`config.mk`:
```
export PLATFORM = sky130hd
export DESIGN_NAME = pwm_peripheral
export DESIGN_NICKNAME = d
export VERILOG_FILES = /design/src/rtl/pwm_peripheral.sv
export SDC_FILE = /design/constraint.sdc
export NUM_CORES = 1
export LEC_CHECK = 0
export ABC_AREA = 1
export CAP_MARGIN = 10
export CORE_MARGIN = 2
export CORE_UTILIZATION = 40
export DETAILED_ROUTE_END_ITERATION = 12
export DONT_BUFFER_PORTS = 1
export HOLD_SLACK_MARGIN = 0.1
export SLEW_MARGIN = 25
export SYNTH_ARGS = -nofsm -noshare
export SYNTH_HDL_FRONTEND = slang
export SYNTH_SLANG_ARGS = --single-unit
```
`constraint.sdc`:
```
create_clock -name clk -period 1.33 [get_ports clk]
set_input_delay 0.266 -clock clk [delete_from_list [all_inputs] [get_ports clk]]
set_output_delay 0.266 -clock clk [all_outputs]
set_load 0.05 [all_outputs]
```
`src/rtl/pwm_peripheral.sv`:
```
// pwm_peripheral: drives 16 pins low, constantly high, or with a shared 256-step PWM waveform.
// The PWM counter advances once every PRESCALE clk cycles; a full period is 256*PRESCALE clk.
// Optional feature macro: PWM_DUTY_SHADOW_EN. When defined, the duty cycle is latched at each
// period start so that writes never disturb a running period. When undefined, the live input
// drives the compare directly.
module pwm_peripheral #(
    parameter int unsigned PRESCALE = 13
) (
    input  logic        clk,
    input  logic        rst,
    input  logic [7:0]  en_reg_out_7_0,
    input  logic [7:0]  en_reg_out_15_8,
    input  logic [7:0]  en_reg_pwm_7_0,
    input  logic [7:0]  en_reg_pwm_15_8,
    input  logic [7:0]  pwm_duty_cycle,
    output logic [15:0] out,
    output logic        period_start,
    output logic [7:0]  pwm_count
);

    // Prescaler needs at least one bit even when PRESCALE is 1.
    localparam int unsigned PreW = (PRESCALE > 1) ? $clog2(PRESCALE) : 1;
    localparam logic [PreW-1:0] PreMax = PreW'(PRESCALE - 1);

    logic [PreW-1:0] pre_cnt_q, pre_cnt_d;
    logic [7:0]      pwm_cnt_q, pwm_cnt_d;
    logic [15:0]     out_q, out_d;
    logic            period_start_q;
    logic            tick, wrap;
    logic [7:0]      duty_eff;
    logic            pwm_raw;
    logic [15:0]     en_out, en_pwm;

    assign en_out = {en_reg_out_15_8, en_reg_out_7_0};
    assign en_pwm = {en_reg_pwm_15_8, en_reg_pwm_7_0};

    // Prescaler and PWM counter next state; wrap marks the 255 -> 0 step.
    always_comb begin
        tick      = (pre_cnt_q == PreMax);
        wrap      = tick && (pwm_cnt_q == 8'hFF);
        pre_cnt_d = tick ? '0 : pre_cnt_q + 1'b1;
        pwm_cnt_d = tick ? pwm_cnt_q + 8'd1 : pwm_cnt_q;
    end

`ifdef PWM_DUTY_SHADOW_EN
    logic [7:0] duty_shadow_q;

    // Latch the duty at the period boundary so a write never truncates the running period.
    always_ff @(posedge clk) begin
        if (rst) begin
            duty_shadow_q <= 8'h00;
        end else if (wrap) begin
            duty_shadow_q <= pwm_duty_cycle;
        end
    end

    assign duty_eff = duty_shadow_q;
`else
    assign duty_eff = pwm_duty_cycle;
`endif

    // Duty compare and pin drive; 0xFF is special-cased to give a true 100 % level.
    always_comb begin
        pwm_raw = (duty_eff == 8'hFF) ? 1'b1 : (pwm_cnt_q < duty_eff);
        out_d   = en_out & (~en_pwm | {16{pwm_raw}});
    end

    // State registers; reset wins over everything, including a pending wrap.
    always_ff @(posedge clk) begin
        if (rst) begin
            pre_cnt_q      <= '0;
            pwm_cnt_q      <= 8'h00;
            out_q          <= 16'h0000;
            period_start_q <= 1'b0;
        end else begin
            pre_cnt_q      <= pre_cnt_d;
            pwm_cnt_q      <= pwm_cnt_d;
            out_q          <= out_d;
            period_start_q <= wrap;
        end
    end

    assign out          = out_q;
    assign period_start = period_start_q;
    assign pwm_count    = pwm_cnt_q;

endmodule

```
==> reports/qor.csv, run 1 <==
stage;metric;value;unit
global_routing;global-route wire length before repair;5560;um
power;Pwr Density;981;nW/um2
placement;port buffer count;0;
sta;Worst Skew;0.00139;ns
placement;half-perimeter wire length after placement;2430;um
setup_path;Setup crit start kind;flip-flop;
sta;RSZ-0062 raised after global routing;yes;
synthesis;Post-Synthesis Cells;209;
cells_and_area;commonest non-fill, non-tap cell in the layout;inv_1;
die;area of the die;4200;um2
synthesis;synth unique cells;24;
flow_run;max_cap viols;0;
cells_and_area;Non-Filler Instances;287;
die;die width;64.8;um
sta;Setup Viol. Count Final;16;
sta;Fin. Hold Viols;0;
cells_and_area;Final Util;0.562;
setup_path;largest stage delay on the critical path;0.34;ns
detailed_routing;WL final;3270;um
synthesis;yosys warns;0;
cells_and_area;Layout area overhead;36.9;%
sta;Slew headroom;0.668;
setup_path;CP arrival;1.59;ns
setup_path;CP delay by family, top;simple AND/OR/NAND/NOR gates;
min_path;Worst Hold Class;input pin to flip-flop;
synthesis;register area share after synthesis;0.392;
sta;Worst Slack Setup Final;-0.0779;ns
placement;GPL Wtd Cong;0.779;
clock_tree;Root Driver;clkbuf_8;
cells_and_area;layout cell share with drive strength beyond 1;0.310;
synthesis;Syn Area/Cell;7.08;um2
global_routing;grt ovf;0;
setup_path;CP most frequent cell;nand2_1;
cells_and_area;nets;290;
placement;Placed Cells;275;
sta;crit path time final;1.41;ns
sta;Slew @ Worst Pin;0.498;ns
clock_tree;H-tree levels;2;
global_routing;vias in the first global route;1255;
die;# IOs;67;
detailed_routing;wire per inst;11.4;um
setup_path;Critical Path Sink Type;flip-flop;
detailed_routing;Pre-antenna DRT Iters;4;
detailed_routing;vias per cell;4.53;
synthesis;synthesis-stage register bit count;29;
clock_tree;Worst-Skew Late Latency;0.28;ns
detailed_routing;ANT nets after route;0;
clock_tree;# clock sinks;29;
synthesis;mapped cell area;1480;um2
die;Die Y;64.8;um
global_routing;initial antenna violation count;0;
die;core box area;3610;um2
clock_tree;Reg clk slew, reported paths;0.06;ns
sta;fmax;0.710;GHz
power;VDD IR max;0.615;mV
cells_and_area;Ant. Diodes;0;
die;Initial Utilization;0.410;
synthesis;Synth Net Count;261;
sta;Pins Over Slew Limit;0;
detailed_routing;DRC viols;0;
setup_path;worst setup path class;flip-flop to flip-flop;
detailed_routing;Iter 0 DRT Violations;44;
clock_tree;deepest clock path buffer count;2;
power;Leakage;1.03;nW
clock_tree;Num CTS Buffers;5;
sta;worst hold slack;0.122;ns
status;failing checks;setup timing;
sta;period utilization;1.06;
global_routing;Total GRT Usage;0.177;
setup_path;worst endpoint required time;1.51;ns
power;Pwr Total;1.99;mW
setup_path;worst-path cell chain;ha_1 -> nand2_1 -> nand2_1 -> nand2_1 -> nand2_1 -> nand2_1 -> nand2_2 -> clkbuf_16 -> nand3_1 -> nand2_1 -> inv_1;
setup_path;worst path bufs/invs;2;
status;status;complete, but fails checks;
clock_tree;CTS tree;built;
cells_and_area;most frequent cells in the layout;inv_1 (52), nand2_1 (38), nor2_1 (23);
die;FP Rows;22;
global_routing;largest net degree at the start of global routing;19;
setup_path;worst-path maximum fanout;8;
setup_path;CP max-delay cell;dfxtp_2;
detailed_routing;via count;1301;
-- Yosys cell counts --
cell type  count  area [um2]
xor2_1         2        17.5
clkinv_2       1        5.00
xnor2_1        1        8.76
nor2_1        23        86.3
nand3b_1       1        7.51
ha_1          10         125
nor3_2         1        10.0
inv_2          1        3.75
inv_1         53         199
o21ai_0        2        10.0
nand2_2        2        12.5
nand4_2        1        12.5
nor3_1         4        20.0
nand2_1       41         154
nor4_2         1        12.5
nand3_2        4        40.0
nor2_4         1        11.3
clkbuf_8       1        13.8
clkbuf_1       2        7.51
nand3_1       17        85.1
a21oi_1        9        45.0
dfxtp_1       29         581
buf_2          1        5.00
nor3b_1        1        7.51
-- where the power goes --
group | total (mW) | internal, mW | switching [mW]
Clock | 0.858 | 0.534 | 0.324
Sequential | 1.00 | 0.895 | 0.108
Combinational | 0.125 | 0.0595 | 0.0653
Total | 1.99 | 1.49 | 0.497
-- layout make-up --
| type | count | area [um2] |
|---|---|---|
| Clock buffer | 8 | 111 |
| Fill cell | 339 | 1580 |
| Inverter | 55 | 208 |
| Multi-Input combinational cell | 121 | 798 |
| Sequential cell | 29 | 601 |
| Tap cell | 48 | 60.1 |
| Timing Repair Buffer | 26 | 248 |
-- kinds of logic after synthesis --
logic type,after synthesis,share of synthesized area
compound gates,11,0.0372
simple gates,97,0.310
buf+inv,59,0.158
fa+ha+maj,10,0.0845
flops,29,0.392
xor+xnor,3,0.0178
-- registers in the layout (all words and copies together), names as in the netlist --
signal	flops
pre_cnt_q	4
out	16
period_start	1
pwm_count	8
-- worst reg2reg max path: stages, from the launching register on --
cell and delay, ns:
dfxtp_2 0.34, ha_1 0.27, nand2_1 0.05, nand2_1 0.05, nand2_1 0.04, nand2_1 0.06
nand2_1 0.06, nand2_2 0.11, clkbuf_16 0.17, nand3_1 0.07, nand2_1 0.06, inv_1 0.03
-- through the flow --
stage	setup slack, ns	instance area [um2]	TNS (ns)
6_report	-0.0779	2030	-0.735
4_1_cts	-0.0516	1930	-0.581
3_3_place_gp	-0.0514	1790	-0.692
3_5_place_dp	-0.0712	1790	-0.855
2_1_floorplan	-0.177	1570	-1.87
5_1_grt	-0.170	2030	-2.67
-- final timing paths --
check / start / to / slack [ns] / depth (start not counted)
min reg2reg: pwm_count[1] / pwm_count[1] / 0.49 / 2
max reg2reg: pwm_count[1] / out[4] / -0.08 / 11
min: en_reg_pwm_15_8[2] / out[10] / 0.12 / 3
max: pwm_count[1] / out[4] / -0.08 / 11
-- routing by layer --
layer  vias to the layer above  global-route usage  share of wire
li1                        687                   -              -
met1                       560               0.210           0.45
met2                        47               0.274           0.46
met4                         0              0.0957          0.024
met3                         7              0.0660          0.070
met5                         -                   0              0
-- timing repair --
action                     4_1_cts  5_1_grt
hold buffers                     1        0
hold endpoints to repair         5        0
cloned                           0        1
buffers inserted                 0        2
pin swaps                        1        4
setup endpoints to repair       17       22
resized for setup                2       13
(Power assumes the default switching activity.)
==> run 2: changes to the inputs <==
CORE_ASPECT_RATIO = 1.5   (was unset)
==> reports/qor.csv, run 2 (synthesis results as in run 1) <==
stage;metric;value;unit
detailed_routing;Iter 0 DRT Violations;18;
die;FP Rows;27;
clock_tree;CTS tree;built;
cells_and_area;Layout fillers;328;
sta;TNS Setup;-0.347;ns
detailed_routing;WL final;3240;um
power;sw frac;0.280;
setup_path;worst endpoint required time;1.56;ns
detailed_routing;via count;1262;
cells_and_area;post-route cell area;2020;um2
setup_path;worst setup path class;flip-flop to flip-flop;
min_path;Worst Hold Class;input pin to flip-flop;
status;failing checks;setup timing;
clock_tree;Reg clk slew, reported paths;0.07;ns
global_routing;vias in the first global route;1234;
placement;placed cell area;1790;um2
setup_path;worst-path maximum fanout;16;
global_routing;initial antenna violation count;0;
power;Comb pwr share;0.072;
power;Pwr Density;910;nW/um2
clock_tree;deepest clock path buffer count;2;
power;Flop pwr share;0.549;
global_routing;global-route wire length before repair;5340;um
cells_and_area;most frequent cells in the layout;inv_1 (51), nand2_1 (41), nor2_1 (23), buf_4 (23), dfxtp_1 (19);
die;core box area;3610;um2
sta;Pins Over Slew Limit;0;
sta;period utilization;1.03;
power;Int Pwr;1.32;mW
detailed_routing;vias per cell;4.48;
flow_run;max_cap viols;0;
power;VDD IR max;0.847;mV
power;Clock Power Share;0.379;
die;area of the die;4210;um2
detailed_routing;wire per inst;11.5;um
setup_path;Critical Path Sink Type;flip-flop;
clock_tree;Root Driver;clkbuf_8;
placement;port buffer count;0;
global_routing;largest net degree at the start of global routing;19;
placement;half-perimeter wire length after placement;2470;um
cells_and_area;commonest non-fill, non-tap cell in the layout;inv_1;
sta;crit path time final;1.36;ns
cells_and_area;max reg flops;16;
clock_tree;# clock sinks;29;
detailed_routing;ANT nets after route;0;
global_routing;grt ovf;0;
sta;RSZ-0062 raised after global routing;yes;
sta;Slew headroom;0.666;
detailed_routing;DRC viols;0;
clock_tree;H-tree levels;2;
setup_path;FF-to-FF path depth;9;
setup_path;reg2reg start;pwm_count[5];
power;Leakage;1.05;nW
setup_path;Setup crit start kind;flip-flop;
cells_and_area;Ant. Diodes;0;
detailed_routing;Pre-antenna DRT Iters;4;
setup_path;CP arrival;1.59;ns
die;# IOs;67;
die;Initial Utilization;0.409;
sta;Worst Slack Setup Final;-0.0346;ns
global_routing;Total GRT Usage;0.172;
die;Die Y;78.5;um
sta;Worst Skew;0.00551;ns
sta;Setup Viol. Count Final;16;
setup_path;CP Capture Point;out[2];
power;Pwr Total;1.83;mW
cells_and_area;Layout area overhead;36.2;%
placement;pre-CTS setup slack;-0.0839;ns
sta;Fin. Hold Viols;0;
cells_and_area;Final Util;0.558;
cells_and_area;nets;290;
power;Switch Pwr;514;uW
clock_tree;Num CTS Buffers;5;
die;die width;53.7;um
setup_path;Reg2Reg Setup Slack;-0.03;ns
status;status;complete, but fails checks;
sta;Slew @ Worst Pin;0.500;ns
clock_tree;Worst-Skew Late Latency;0.28;ns
setup_path;CP startpoint;pwm_count[5];
sta;fmax;0.733;GHz
setup_path;Reg-to-Reg End;out[2];
placement;GPL Wtd Cong;0.739;
cells_and_area;layout cell share with drive strength beyond 1;0.335;
## run 2: cell types whose count changed in the layout (fill, tap and decap cells not counted), moves of 2 or more
cell       before  now
buf_4          20   23
buf_6           2    0
clkbuf_16       2    0
dfxtp_1        21   19
dfxtp_2         4    6
nand2_1        38   41
nand2_2         5    1
nand3_1         9    5
nand3_2        11   15
## run 2: area by class of cell
| cell class | instances | area (um2) | share of cell area |
|---|---|---|---|
| Inverter | 55 | 211 | 0.105 |
| Tap cell | 43 | 53.8 | 0.0267 |
| Multi-Input combinational cell | 121 | 838 | 0.416 |
| Sequential cell | 29 | 603 | 0.299 |
| Clock inverter | 3 | 17.5 | 0.00869 |
| Clock buffer | 5 | 68.8 | 0.0341 |
| Timing Repair Buffer | 26 | 223 | 0.110 |
## run 2: metal layers
metal,track usage,up-vias,part of all wire
li1,-,679,-
met1,0.204,536,0.39
met2,0.278,43,0.53
met3,0.0570,4,0.065
met4,0.0615,0,0.010
met5,0,-,0
## run 2: repair_timing
item                       CTS  global route
setup buffers                2             1
pin swaps                    6             5
hold endpoints to repair     5             0
gates resized for setup     11            11
setup endpoints to repair   19            22
gates cloned                 0             0
hold buffers                 1             0
## run 2: power groups by stage
| stage | sequential [mW] | clock [mW] | combinational, mW |
|---|---|---|---|
| after floorplan | 1.02 | 0 | 0.0892 |
| after global placement | 1.02 | 0 | 0.112 |
| after detailed placement | 1.02 | 0 | 0.114 |
| after CTS | 1.01 | 0.724 | 0.130 |
| after global routing | 1.01 | 0.761 | 0.154 |
| final | 1.01 | 0.696 | 0.132 |
## run 2: worst min-delay path by stage
stage / from / endpoint / slack (ns) / cells past startpoint
finish: rst / out[8] / 0.13 / 3
global route: rst / out[10] / 0.13 / 3
CTS: rst / out[9] / 0.12 / 3
detailed placement: rst / pwm_count[7] / 0.33 / 1
global placement: rst / pwm_count[6] / 0.33 / 1
floorplan: en_reg_pwm_15_8[2] / out[10] / 0.41 / 3
## run 2: stage by stage
stage                     std cells  hold slack [ns]
after floorplan                 209            0.412
after global placement          270            0.332
after detailed placement        270            0.334
after CTS                       281            0.119
after global routing            282            0.130
final                           282            0.128
## run 2: worst max-delay path, cell delays in order, from the launching register on
cell and delay (ns):
dfxtp_4 0.36, ha_4 0.23, a21oi_2 0.10, nor2_1 0.05, nor3_2 0.17, nand2_2 0.08
buf_12 0.16, nand3_1 0.07, nand2_1 0.05, inv_1 0.04
==> run 3: changes to the inputs <==
CTS_BUF_LIST = sky130_fd_sc_hd__clkbuf_4   (was unset)
SKIP_CTS_REPAIR_TIMING = 1   (was unset)
==> reports/qor.csv, run 3 (synthesis results as in run 1) <==
stage;metric;value;unit
cells_and_area;post-route cell area;2160;um2
clock_tree;CTS tree;built;
sta;period utilization;1.06;
cells_and_area;Final Util;0.598;
clock_tree;Root Driver;clkbuf_4;
clock_tree;deepest clock path buffer count;2;
die;FP Rows;27;
sta;Worst Slack Setup Final;-0.0782;ns
sta;Slew @ Worst Pin;0.522;ns
sta;Slew headroom;0.651;
clock_tree;# clock sinks;29;
detailed_routing;WL final;3510;um
global_routing;largest net degree at the start of global routing;23;
setup_path;worst setup path class;flip-flop to flip-flop;
cells_and_area;layout cell share with drive strength beyond 1;0.298;
die;# IOs;67;
min_path;hold path startpoint;rst;
sta;Setup Viol. Count Final;17;
placement;Placed Cells;270;
setup_path;CP arrival;1.69;ns
clock_tree;Reg clk slew, reported paths;0.10;ns
global_routing;grt ovf;0;
detailed_routing;wire per inst;11.6;um
cells_and_area;Layout area overhead;46.2;%
clock_tree;H-tree levels;2;
power;Comb pwr share;0.107;
setup_path;worst endpoint required time;1.61;ns
sta;RSZ-0062 raised after global routing;yes;
cells_and_area;Ant. Diodes;0;
die;core box area;3610;um2
global_routing;initial antenna violation count;0;
status;status;complete, but fails checks;
die;Initial Utilization;0.409;
setup_path;reg2reg start;pwm_count[5];
setup_path;worst-path maximum fanout;16;
clock_tree;Num CTS Buffers;5;
global_routing;Total GRT Usage;0.168;
power;Int Pwr;1.20;mW
detailed_routing;Iter 0 DRT Violations;8;
sta;Pins Over Slew Limit;0;
sta;crit path time final;1.41;ns
die;area of the die;4210;um2
global_routing;global-route wire length before repair;5200;um
cells_and_area;nets;309;
cells_and_area;most frequent cells in the layout;inv_1 (51), nand2_1 (40), nor2_1 (23);
clock_tree;Worst-Skew Late Latency;0.33;ns
detailed_routing;vias per cell;4.58;
placement;GPL Wtd Cong;0.739;
power;VDD IR max;0.685;mV
cells_and_area;Non-Filler Instances;301;
placement;pre-CTS setup slack;-0.0839;ns
power;Flop pwr share;0.587;
setup_path;CP startpoint;pwm_count[5];
placement;port buffer count;0;
detailed_routing;Pre-antenna DRT Iters;6;
cells_and_area;commonest non-fill, non-tap cell in the layout;inv_1;
setup_path;Critical Path Sink Type;flip-flop;
sta;fmax;0.710;GHz
die;Die Y;78.5;um
die;die width;53.7;um
power;Clock Power Share;0.306;
power;Pwr Density;792;nW/um2
power;Leakage;1.10;nW
cells_and_area;max reg flops;16;
detailed_routing;DRC viols;0;
setup_path;Setup crit start kind;flip-flop;
sta;Worst Skew;0.0117;ns
global_routing;vias in the first global route;1244;
placement;half-perimeter wire length after placement;2470;um
min_path;Worst Hold Class;input pin to flip-flop;
sta;worst hold slack;-0.00924;ns
power;sw frac;0.300;
sta;Fin. Hold Viols;2;
power;Switch Pwr;515;uW
status;failing checks;hold timing, setup timing;
detailed_routing;ANT nets after route;0;
placement;placed cell area;1790;um2
flow_run;max_cap viols;0;
detailed_routing;via count;1380;
run 3: layout make-up:
| type | count | area (um2) |
|---|---|---|
| fillers | 312 | 1450 |
| multi-input cells | 121 | 810 |
| flip-flops and latches | 29 | 603 |
| repair buffers | 45 | 433 |
| inverters | 55 | 209 |
| well taps | 43 | 53.8 |
| clock buffers | 5 | 37.5 |
| clock inverters | 3 | 17.5 |
run 3: metrics by stage:
step           setup TNS [ns]  total power, mW
2_1_floorplan           -1.87             1.11
3_3_place_gp           -0.813             1.13
3_5_place_dp            -1.03             1.14
4_1_cts                 -1.54             1.66
5_1_grt                 -2.46             1.80
6_report               -0.717             1.71
run 3: worst paths after layout:
| check | cells after the start | slack (ns) | endpoint |
|---|---|---|---|
| worst max-delay path | 9 | -0.08 | out[5] |
| worst min-delay path | 1 | -0.009 | pwm_count[1] |
| worst max register to register | 9 | -0.08 | out[5] |
| worst min register to register | 2 | 0.50 | pwm_count[0] |
run 3: power by group through the flow:
stage / clock, mW / sequential [mW] / combinational [mW]
finish: 0.524 / 1.01 / 0.183
global route: 0.588 / 1.01 / 0.206
CTS: 0.547 / 1.00 / 0.114
detailed placement: 0 / 1.02 / 0.114
global placement: 0 / 1.02 / 0.112
floorplan: 0 / 1.02 / 0.0892
run 3: critical path, stage by stage (launching register included):
cell and delay [ns]:
dfxtp_4 0.37, ha_4 0.24, a21oi_2 0.10, nor2_1 0.05, nor3_2 0.17, nand2_2 0.08, buf_12 0.16, nand3_2 0.06
nand2_1 0.07, inv_1 0.06
run 3: routing by layer:
layer  up-vias  share of wire  global-route usage
met2        41           0.52               0.274
li1        723              -                   -
met5         -              0                   0
met4         0          0.025              0.0769
met3         7          0.055              0.0513
met1       609           0.40               0.194
